$ cat config.mk
export PLATFORM = sky130hd
export DESIGN_NAME = zm_u2_conv_pipe_flat
export DESIGN_NICKNAME = d
export VERILOG_FILES = /design/src/rtl/zm_u2_conv_pipe_if.sv /design/src/rtl/zm_u2_conv_pipe.sv /design/src/flat_wrapper.sv
export SDC_FILE = /design/constraint.sdc
export NUM_CORES = 1
export LEC_CHECK = 0
export CORE_ASPECT_RATIO = 1.2
export CORE_MARGIN = 2
export CORE_UTILIZATION = 54
export DETAILED_ROUTE_END_ITERATION = 10
export HOLD_SLACK_MARGIN = 0.15
export PLACE_DENSITY = 0.93
export SETUP_SLACK_MARGIN = 0.4
export SYNTH_ARGS = -nofsm -noshare
export SYNTH_HDL_FRONTEND = slang
export SYNTH_SLANG_ARGS = --single-unit
$ cat constraint.sdc
create_clock -name i_clk -period 4.5 [get_ports i_clk]
set_input_delay 0.9 -clock i_clk [delete_from_list [all_inputs] [get_ports i_clk]]
set_output_delay 0.9 -clock i_clk [all_outputs]
set_load 0.05 [all_outputs]
$ cat src/rtl/zm_u2_conv_pipe_if.sv
// Stream bundle for the ZM/U2 converter: input word, output word, error counter.
// No logic of its own; carries the handshake between producer, converter and consumer.
// The slave modport is the converter's side; the master modport is the surrounding logic.
interface zm_u2_conv_pipe_if #(
  parameter int BITS     = 32,
  parameter int CNT_BITS = 16
) ();
  logic                i_valid;
  logic                o_ready;
  logic                i_mode;
  logic [BITS-1:0]     i_arg_A;
  logic                o_valid;
  logic                i_ready;
  logic [BITS-1:0]     o_result;
  logic                o_error;
  logic [CNT_BITS-1:0] o_err_cnt;
  logic                i_clr_cnt;

  modport slave (
    input  i_valid, i_mode, i_arg_A, i_ready, i_clr_cnt,
    output o_ready, o_valid, o_result, o_error, o_err_cnt
  );

  modport master (
    output i_valid, i_mode, i_arg_A, i_ready, i_clr_cnt,
    input  o_ready, o_valid, o_result, o_error, o_err_cnt
  );
endinterface

$ cat src/rtl/zm_u2_conv_pipe.sv
// Pipelined bidirectional sign-magnitude <-> two's-complement converter with error count.
// Latency: 2 cycles (a word accepted at edge N is presented after edge N+1).
// Backpressure: the whole pipe stalls while the output is held; o_ready = !o_valid || i_ready.
module zm_u2_conv_pipe #(
  parameter int BITS     = 32,
  parameter int CNT_BITS = 16
) (
  input  logic                  i_clk,
  input  logic                  i_rst,
  zm_u2_conv_pipe_if.slave      bus
);

  localparam logic [BITS-1:0]     ONE_W   = BITS'(1);
  localparam logic [CNT_BITS-1:0] ONE_C   = CNT_BITS'(1);
  localparam logic [CNT_BITS-1:0] CNT_MAX = '1;

  // Stage 1: captured operand and direction.
  logic            s1_vld_q;
  logic            s1_mode_q;
  logic [BITS-1:0] s1_arg_q;

  // Stage 2: converted word presented on the output.
  logic                o_valid_q;
  logic                o_error_q;
  logic [BITS-1:0]     o_result_q;
  logic [CNT_BITS-1:0] err_cnt_q;

  logic            adv;
  logic [BITS-1:0] res_d;
  logic            err_d;
  logic [BITS-2:0] mag;
  logic [BITS-1:0] neg;

  // Both stages move together: only a held, full output stage can stall the pipe.
  assign adv = !o_valid_q || bus.i_ready;

  assign bus.o_ready   = adv;
  assign bus.o_valid   = o_valid_q;
  assign bus.o_result  = o_result_q;
  assign bus.o_error   = o_error_q;
  assign bus.o_err_cnt = err_cnt_q;

  assign mag = s1_arg_q[BITS-2:0];
  assign neg = ~s1_arg_q + ONE_W;

  // Conversion of the stage-1 word; a sign bit with zero magnitude is the error case in both
  // directions (negative zero for ZM, -2^(BITS-1) for U2) and yields 0.
  always_comb begin
    res_d = s1_arg_q;
    err_d = 1'b0;
    if (s1_arg_q[BITS-1]) begin
      if (mag == '0) begin
        res_d = '0;
        err_d = 1'b1;
      end else if (!s1_mode_q) begin
        res_d = ~{1'b0, mag} + ONE_W;
      end else begin
        res_d = {1'b1, neg[BITS-2:0]};
      end
    end
  end

  // Stage 1 capture; operand registers only load on a real input word.
  always_ff @(posedge i_clk) begin
    if (i_rst) begin
      s1_vld_q  <= 1'b0;
      s1_mode_q <= 1'b0;
      s1_arg_q  <= '0;
    end else if (adv) begin
      s1_vld_q <= bus.i_valid;
      if (bus.i_valid) begin
        s1_mode_q <= bus.i_mode;
        s1_arg_q  <= bus.i_arg_A;
      end
    end
  end

  // Stage 2 output register; data holds through bubbles so the outputs stay quiet.
  always_ff @(posedge i_clk) begin
    if (i_rst) begin
      o_valid_q  <= 1'b0;
      o_result_q <= '0;
      o_error_q  <= 1'b0;
    end else if (adv) begin
      o_valid_q <= s1_vld_q;
      if (s1_vld_q) begin
        o_result_q <= res_d;
        o_error_q  <= err_d;
      end
    end
  end

  // Saturating count of delivered error words; clear wins over a same-cycle increment.
  always_ff @(posedge i_clk) begin
    if (i_rst) begin
      err_cnt_q <= '0;
    end else if (bus.i_clr_cnt) begin
      err_cnt_q <= '0;
    end else if (o_valid_q && bus.i_ready && o_error_q && (err_cnt_q != CNT_MAX)) begin
      err_cnt_q <= err_cnt_q + ONE_C;
    end
  end

endmodule

$ cat src/flat_wrapper.sv
// flat-port wrapper written by rule: the top's interface ports become plain ports
module zm_u2_conv_pipe_flat 
#(
  parameter int BITS     = 32,
  parameter int CNT_BITS = 16
)
  (i_clk, i_rst, bus_i_valid, bus_i_mode, bus_i_arg_A, bus_i_ready, bus_i_clr_cnt, bus_o_ready, bus_o_valid, bus_o_result, bus_o_error, bus_o_err_cnt);
  zm_u2_conv_pipe_if #(.BITS(BITS), .CNT_BITS(CNT_BITS)) bus_i ();
  input  logic i_clk;
  input  logic i_rst;
  input wire logic [$bits(bus_i.i_valid)-1:0] bus_i_valid;
  input wire logic [$bits(bus_i.i_mode)-1:0] bus_i_mode;
  input wire logic [$bits(bus_i.i_arg_A)-1:0] bus_i_arg_A;
  input wire logic [$bits(bus_i.i_ready)-1:0] bus_i_ready;
  input wire logic [$bits(bus_i.i_clr_cnt)-1:0] bus_i_clr_cnt;
  output wire logic [$bits(bus_i.o_ready)-1:0] bus_o_ready;
  output wire logic [$bits(bus_i.o_valid)-1:0] bus_o_valid;
  output wire logic [$bits(bus_i.o_result)-1:0] bus_o_result;
  output wire logic [$bits(bus_i.o_error)-1:0] bus_o_error;
  output wire logic [$bits(bus_i.o_err_cnt)-1:0] bus_o_err_cnt;
  assign bus_i.i_valid = bus_i_valid;
  assign bus_i.i_mode = bus_i_mode;
  assign bus_i.i_arg_A = bus_i_arg_A;
  assign bus_i.i_ready = bus_i_ready;
  assign bus_i.i_clr_cnt = bus_i_clr_cnt;
  assign bus_o_ready = bus_i.o_ready;
  assign bus_o_valid = bus_i.o_valid;
  assign bus_o_result = bus_i.o_result;
  assign bus_o_error = bus_i.o_error;
  assign bus_o_err_cnt = bus_i.o_err_cnt;
  zm_u2_conv_pipe #(.BITS(BITS), .CNT_BITS(CNT_BITS)) u_core (.i_clk(i_clk), .i_rst(i_rst), .bus(bus_i));
endmodule
==> results by group, run 1 <==
Status
  – Status: finished, final reports clean

Final layout
  – Fill cells: 540
  – Post-route cell area: between 4000 and 5000 um2
  – Area grow syn2layout: 28.3%
  – Ant. Diodes: 0
  – Most common cell after layout, fill and taps aside: nand2_1
  – Most frequent cells in the layout: nand2_1, clkdlybuf4s50_1, dfxtp_1
  – Fraction of layout cells with a size suffix above 1: under 10%
  – Fin nets: 594
  – Fin cells: ~650

Clocking
  – Worst skew pair latency: ~360 ps
  – TritonCTS clock tree: built
  – CTS Root Cell: clkbuf_8
  – Hold_buf cts: 0
  – Worst-path clk slew: ~80 ps
  – Clock sinks: between 80 and 90
  – Htree depth: 3
  – Total CTS buffers: 9
  – Post-CTS sizing: 0
  – CTS Buffer Depth: 2
  – Total setup buffers inserted after CTS: 0

Floorplanning
  – Die Y: 96.6 um
  – Core area: about 7000 um2
  – Initial core utilization: between 50% and 60%
  – Top Ports: 89
  – Die area: just under 8000 um2
  – Std cell rows: 33
  – Overall die width: between 80 and 90 um

Min path
  – Hold Crit Class: reg -> reg
  – Worst Hold Launch: u_core.bus.o_result[14]

Drt
  – Vias: just under 4000
  – Via density: about 6
  – # DRC: 0
  – Routed WL per cell: ~15 um
  – 1st-iter DRT viols: between 200 and 300
  – Residual antenna-violating net count after detailed routing: 0
  – TritonRoute pass-1 iters: 6
  – Final WL: slightly below 10 mm

Global routing
  – Largest net degree at the start of global routing: 56
  – Initial antenna violation count: 0
  – Vias in the first global route: ~3500
  – Overflow after GRT: 0
  – M1 GR Usage: between 30% and 40%
  – Wire length of the first global-routing pass: ~16 mm
  – Busiest grt layer: met2
  – Grt met2 use: about 42%
  – Total GRT Usage: 25.5%
  – Met3 usage: between 4 and 5%

Pwr
  – Clock share of power: between 30% and 40%
  – Combinational power share: approximately 18%
  – Switching power total: between 0.0004 and 0.0005 W
  – Switching Fraction: about 30%
  – Int Power: 0.00117 W
  – Sequential share of power: about half
  – Pleak: ~1.7 nW
  – P per Cell Area: between 300 and 400 nW/um2
  – VDD IR-drop max: roughly 240 uV

Yosys
  – Synth Net Count: ~530
  – Netlist cell types: 42
  – Ranking of synthesized cells by area: dfxtp_1, nand2_1, a21oi_1
  – Asr flop ratio synth: 0%
  – Syn Area/Cell: between 7 and 8 um2
  – Post-Syn Area: roughly 3900 um2
  – Synth warnings: 0
  – Top FF cell, synth: dfxtp_1
  – Yosys top cell by area: dfxtp_1
  – Post-synth EDFFs: 0
  – Seq cells post-synth: 84
  – Post-synthesis sequential area ratio: between 40% and 50%
  – Synthesized instance count: 485
  – Yosys top cell area share: a little over two fifths

Job
  – Max-cap violations: 0

Critical path
  – CP endpoint kind: output port
  – Crit Path Max Fanout: 8
  – Critical Path Max Stage Delay: just over 800 ps
  – Crit. Startpoint: bus_i_ready
  – Critical path class: in -> out
  – Critical path's slowest cell: clkdlybuf4s50_1
  – CP cell instances: clkdlybuf4s50_1, nand2b_1, buf_4, clkdlybuf4s50_1
  – CP most frequent cell: clkdlybuf4s50_1
  – CP Data Required Time: roughly 3600 ps
  – Reg-to-Reg Start: u_core.s1_arg_q[4]
  – Critical path arrival: between 2000 and 2500 ps
  – Crit start category: input port

Timing
  – Worst Tran Pin Value: around 1100 ps
  – Slew HR: between 20% and 30%
  – Slew Limit Fails: 0
  – RSZ-0062 raised after global routing: false
  – Final setup viols: 0
  – Final worst-path cycle share: 75.4%
  – Clock Skews: approximately 10 ps
  – Final min period: about 3400 ps
  – Top achievable clock speed: between 0.2 and 0.3 GHz
  – Setup tns final: 0 ps
  – Final Hold Viols: 0

Placed design
  – Buffers on Ports: slightly below 90
  – HPWL after DPL: 6.95 mm
  – Routability cong.: roughly 0.9
  – Placed cell count: 630
  – DP Area: between 4000 and 5000 um2
[cells by family (layout without fill, tap and decap cells)]
| family | after synthesis | in the layout | share of synthesized area, % |
|---|---|---|---|
| AOI/OAI and AO/OA | 118 | 118 | 18.0 |
| xor gates and xnor gates | 35 | 35 | 7.94 |
| adders and majority gates | 2 | 2 | 0.648 |
| buffers and inverters | 38 | 112 | 3.95 |
| DFF | 84 | 84 | 43.6 |
| and+or+nand+nor | 208 | 208 | 25.9 |
[power groups by stage]
stage               Sequential [W]  Clock, W  Combinational [W]
CTS                       0.000815  0.000544           0.000297
global placement          0.000829         0           0.000289
global route              0.000820  0.000583           0.000323
finish                    0.000816  0.000544           0.000299
detailed placement        0.000832         0           0.000296
floorplan                 0.000878         0           0.000148
[layer usage]
metal	wire length, um	part of all wire [%]
met5	0	0
met4	302	3.1
met3	747	7.6
met2	4890	50
met1	3930	40
[Yosys cell counts (2+ instances only)]
| cell type | count |
|---|---|
| and3_1 | 7 |
| nand2b_1 | 2 |
| o41ai_1 | 3 |
| xnor2_1 | 17 |
| or2_2 | 4 |
| or4_1 | 7 |
| a21oi_1 | 57 |
| dfxtp_1 | 84 |
| ha_1 | 2 |
| buf_2 | 2 |
| o31ai_1 | 8 |
| xor2_1 | 18 |
| a31oi_1 | 4 |
| and4_1 | 2 |
| nand2_1 | 91 |
| and2_1 | 2 |
| inv_1 | 4 |
| or3_1 | 8 |
| o21ai_0 | 25 |
| nor4_1 | 9 |
| or4_4 | 2 |
| nand3_1 | 17 |
| nor2_1 | 23 |
| o41ai_2 | 2 |
| a211oi_1 | 7 |
| nand4_1 | 7 |
| a22oi_1 | 3 |
| clkbuf_1 | 30 |
| nor3b_1 | 2 |
| nor3_1 | 22 |
| o21a_1 | 2 |
| o21ai_1 | 2 |
[final timing paths]
kind,depth (start not counted),endpoint,slack (ps)
setup / recovery,4,bus_o_ready,1110
hold reg to reg,2,u_core.bus.o_result[14],460
setup reg to reg,5,u_core.bus.o_result[15],1580
hold / removal,2,u_core.bus.o_result[14],460
[layout make-up]
class / count / area, um2 / area share (%)
Tap cell: 87 / 109 / 2.20
Sequential cell: 84 / 1680 / 34.0
Multi-Input combinational cell: 363 / 2040 / 41.2
Clock buffer: 11 / 141 / 2.85
Timing Repair Buffer: 91 / 898 / 18.1
Clock inverter: 5 / 61.3 / 1.24
Inverter: 5 / 18.8 / 0.379
[per-stage QoR]
stage / total power [W] / setup slack, ps / util (%) / hold WS [ps]
after detailed placement: 0.00113 / 1130 / 68.8 / 450
after global placement: 0.00112 / 1130 / 68.8 / 439
final: 0.00166 / 1110 / 71.8 / 460
after global routing: 0.00173 / 1060 / 71.8 / 489
after floorplan: 0.00103 / 1870 / - / 437
after CTS: 0.00166 / 1120 / 71.7 / 464
[critical path: cells and delay by family]
kind	cells	cell delay, ps
AND/OR/NAND/NOR	1	120
buffers and inverters	3	1470
[registers in the layout, summed over array words and instances (netlist names)]
name                  cells
u_core.bus.o_result      32
u_core.s1_arg_q          32
u_core.bus.o_err_cnt     16
u_core.bus.o_error        1
u_core.bus.o_valid        1
u_core.s1_mode_q          1
u_core.s1_vld_q           1
Note: power is estimated with default switching activity, not from simulation.
==> run 2: changes to the inputs <==
--- a/config.mk
+++ b/config.mk
@@ -7,10 +7,10 @@
 export LEC_CHECK = 0
 export CORE_ASPECT_RATIO = 1.2
 export CORE_MARGIN = 2
-export CORE_UTILIZATION = 54
+export CORE_UTILIZATION = 45
 export DETAILED_ROUTE_END_ITERATION = 10
 export HOLD_SLACK_MARGIN = 0.15
-export PLACE_DENSITY = 0.93
+export PLACE_DENSITY = 0.84
 export SETUP_SLACK_MARGIN = 0.4
 export SYNTH_ARGS = -nofsm -noshare
 export SYNTH_HDL_FRONTEND = slang
==> constraint.sdc (replaced) <==
create_clock -name i_clk -period 3 [get_ports i_clk]
set_input_delay 0.6 -clock i_clk [delete_from_list [all_inputs] [get_ports i_clk]]
set_output_delay 0.6 -clock i_clk [all_outputs]
set_load 0.05 [all_outputs]
==> run 2 against run 1 <==
  * Critical path depth increased by 1
  * Non-clock buffer count increased by 6
  * Register-to-register slack got worse by 1000 ps
  * First-iteration DRC count increased by 10%
  * Core utilization decreased by 12 points
  * Clock power increased by 70%
  * Critical endpoint is now u_core.bus.o_result[27]
  * Routed wire length increased by 2.1%
  * Setup slack got worse by 560 ps
  * Total power increased by 58%
  * Cell area increased by 2.6%
==> results by group, run 2 (same netlist as run 1, synthesis figures left out) <==
Final layout
  – Area grow syn2layout: 31.5%
  – Fraction of layout cells with a size suffix above 1: 7.26%
  – Most common cell after layout, fill and taps aside: nand2_1
  – Ant. Diodes: 0
  – Most frequent cells in the layout: nand2_1, clkdlybuf4s50_1, dfxtp_1
  – Fin nets: 600
  – Post-route cell area: 5080 um2

Drt
  – Residual antenna-violating net count after detailed routing: 0
  – Final WL: ~10 mm
  – Via density: approximately 5.6
  – Vias: roughly 3800
  – 1st-iter DRT viols: ~290
  – # DRC: 0
  – Routed WL per cell: about 15 um
  – TritonRoute pass-1 iters: 5

Floorplanning
  – Die Y: 105 um
  – Initial core utilization: 45.6%
  – Std cell rows: 37
  – Core area: roughly 8500 um2
  – Die area: ~9300 um2
  – Overall die width: 88.6 um
  – Top Ports: between 80 and 90

Critical path
  – Critical path arrival: between 2000 and 3000 ps
  – Critical path class: reg -> reg
  – Crit Path Max Fanout: 10
  – Crit start category: flop
  – CP Data Required Time: between 3000 and 4000 ps
  – CP endpoint kind: flop
  – Worst path top cell family by delay: simple AND/OR/NAND/NOR gates
  – CP cell instances: or4_1, or4_4, o41ai_2, xor2_1, o21ai_0
  – CP bufs+invs: 0
  – Critical path's slowest cell: or4_1
  – Critical Path Max Stage Delay: 660 ps

Clocking
  – Worst skew pair latency: approximately 350 ps
  – Total setup buffers inserted after CTS: 0
  – Htree depth: 3
  – Worst-path clk slew: about 80 ps
  – Clock sinks: 84
  – TritonCTS clock tree: built
  – CTS Buffer Depth: 2
  – Total CTS buffers: 9
  – Hold_buf cts: 0
  – CTS Root Cell: clkbuf_8

Placed design
  – Buffers on Ports: 88
  – Routability cong.: about 0.99
  – HPWL after DPL: approximately 7.2 mm
  – DP Area: roughly 4800 um2

Timing
  – Worst Tran Pin Value: 552 ps
  – Final worst-path cycle share: between 80% and 90%
  – Top achievable clock speed: around 0.41 GHz
  – Slew Limit Fails: 0
  – Setup tns final: 0 ps
  – Worst hold slack: ~450 ps
  – Slew HR: 63.1%
  – Final Hold Viols: 0
  – Final setup viols: 0
  – Final min period: roughly 2500 ps
  – RSZ-0062 raised after global routing: false
  – Clock Skews: 11.0 ps

Pwr
  – Int Power: approximately 0.0019 W
  – P per Cell Area: around 510 nW/um2
  – Pleak: roughly 1.7 nW
  – Switching power total: approximately 0.00075 W
  – VDD IR-drop max: ~280 uV
  – Combinational power share: between 10% and 20%
  – Sequential share of power: a little under half
  – Clock share of power: 35.4%
  – Switching Fraction: between 20 and 30%

Global routing
  – Total GRT Usage: around 22%
  – Wire length of the first global-routing pass: about 17 mm
  – Initial antenna violation count: 0
  – Vias in the first global route: between 3000 and 4000
  – Largest net degree at the start of global routing: 47
  – Overflow after GRT: 0

Job
  – Max-cap violations: 0

Min path
  – Hold Crit Class: reg -> reg

Status
  – Status: finished, final reports clean
## run 2: cell types whose count changed in the layout (fill, tap and decap cells not counted), sizes merged
cell / change
clkinv: +1
clkdlybuf4s50: -1
inv: +1
bufinv: +1
clkinvlp: -3
buf: +7
## run 2: per-layer routing
metal | track usage [%] | routed length [um] | vias to the layer above
met5 | 0 | 0 | -
met4 | 9.85 | 267 | 0
met3 | 3.76 | 705 | 21
met2 | 37.2 | 4950 | 159
met1 | 27.7 | 4160 | 1749
li1 | - | - | 1860
## run 2: worst paths after layout
check                           slack (ps)  depth (start not counted)               startpoint                      end
worst min register to register         450                          2  u_core.bus.o_result[14]  u_core.bus.o_result[14]
worst max register to register         540                          5       u_core.s1_arg_q[8]  u_core.bus.o_result[27]
worst max-delay path                   540                          5       u_core.s1_arg_q[8]  u_core.bus.o_result[27]
worst min-delay path                   450                          2  u_core.bus.o_result[14]  u_core.bus.o_result[14]
## run 2: power by group through the flow
stage	clock (W)	sequential [W]	combinational (W)
floorplan	0	0.00132	0.000222
detailed placement	0	0.00124	0.000456
global placement	0	0.00124	0.000447
CTS	0.000940	0.00122	0.000461
finish	0.000924	0.00122	0.000467
global route	0.000988	0.00123	0.000504
## run 2: through the flow
step | power [W] | util, % | instances | setup WS (ps)
2_1_floorplan | 0.00154 | - | 485 | 569
3_3_place_gp | 0.00169 | 56.9 | 666 | 539
3_5_place_dp | 0.00170 | 56.9 | 666 | 452
4_1_cts | 0.00262 | 59.7 | 682 | 485
5_1_grt | 0.00272 | 59.9 | 682 | 419
6_report | 0.00261 | 59.9 | 682 | 544
## run 2: repair_timing
action	in CTS	in global routing
setup endpoints to repair	0	21
gates resized for setup	0	4
endpoints found under the hold margin	0	0
## run 2: layout make-up
cell class,instances,area (um2)
fillers,767,3390
multi-input cells,363,2060
flip-flops and latches,84,1680
repair buffers,97,941
clock buffers,11,151
well taps,117,146
clock inverters,5,82.6
inverters,5,18.8
## run 2: worst register-to-register path, cell delays in order, from the launching register on
cell and delay, ps:
dfxtp_1 380, or4_1 660, or4_4 610, o41ai_2 330, xor2_1 200, o21ai_0 130
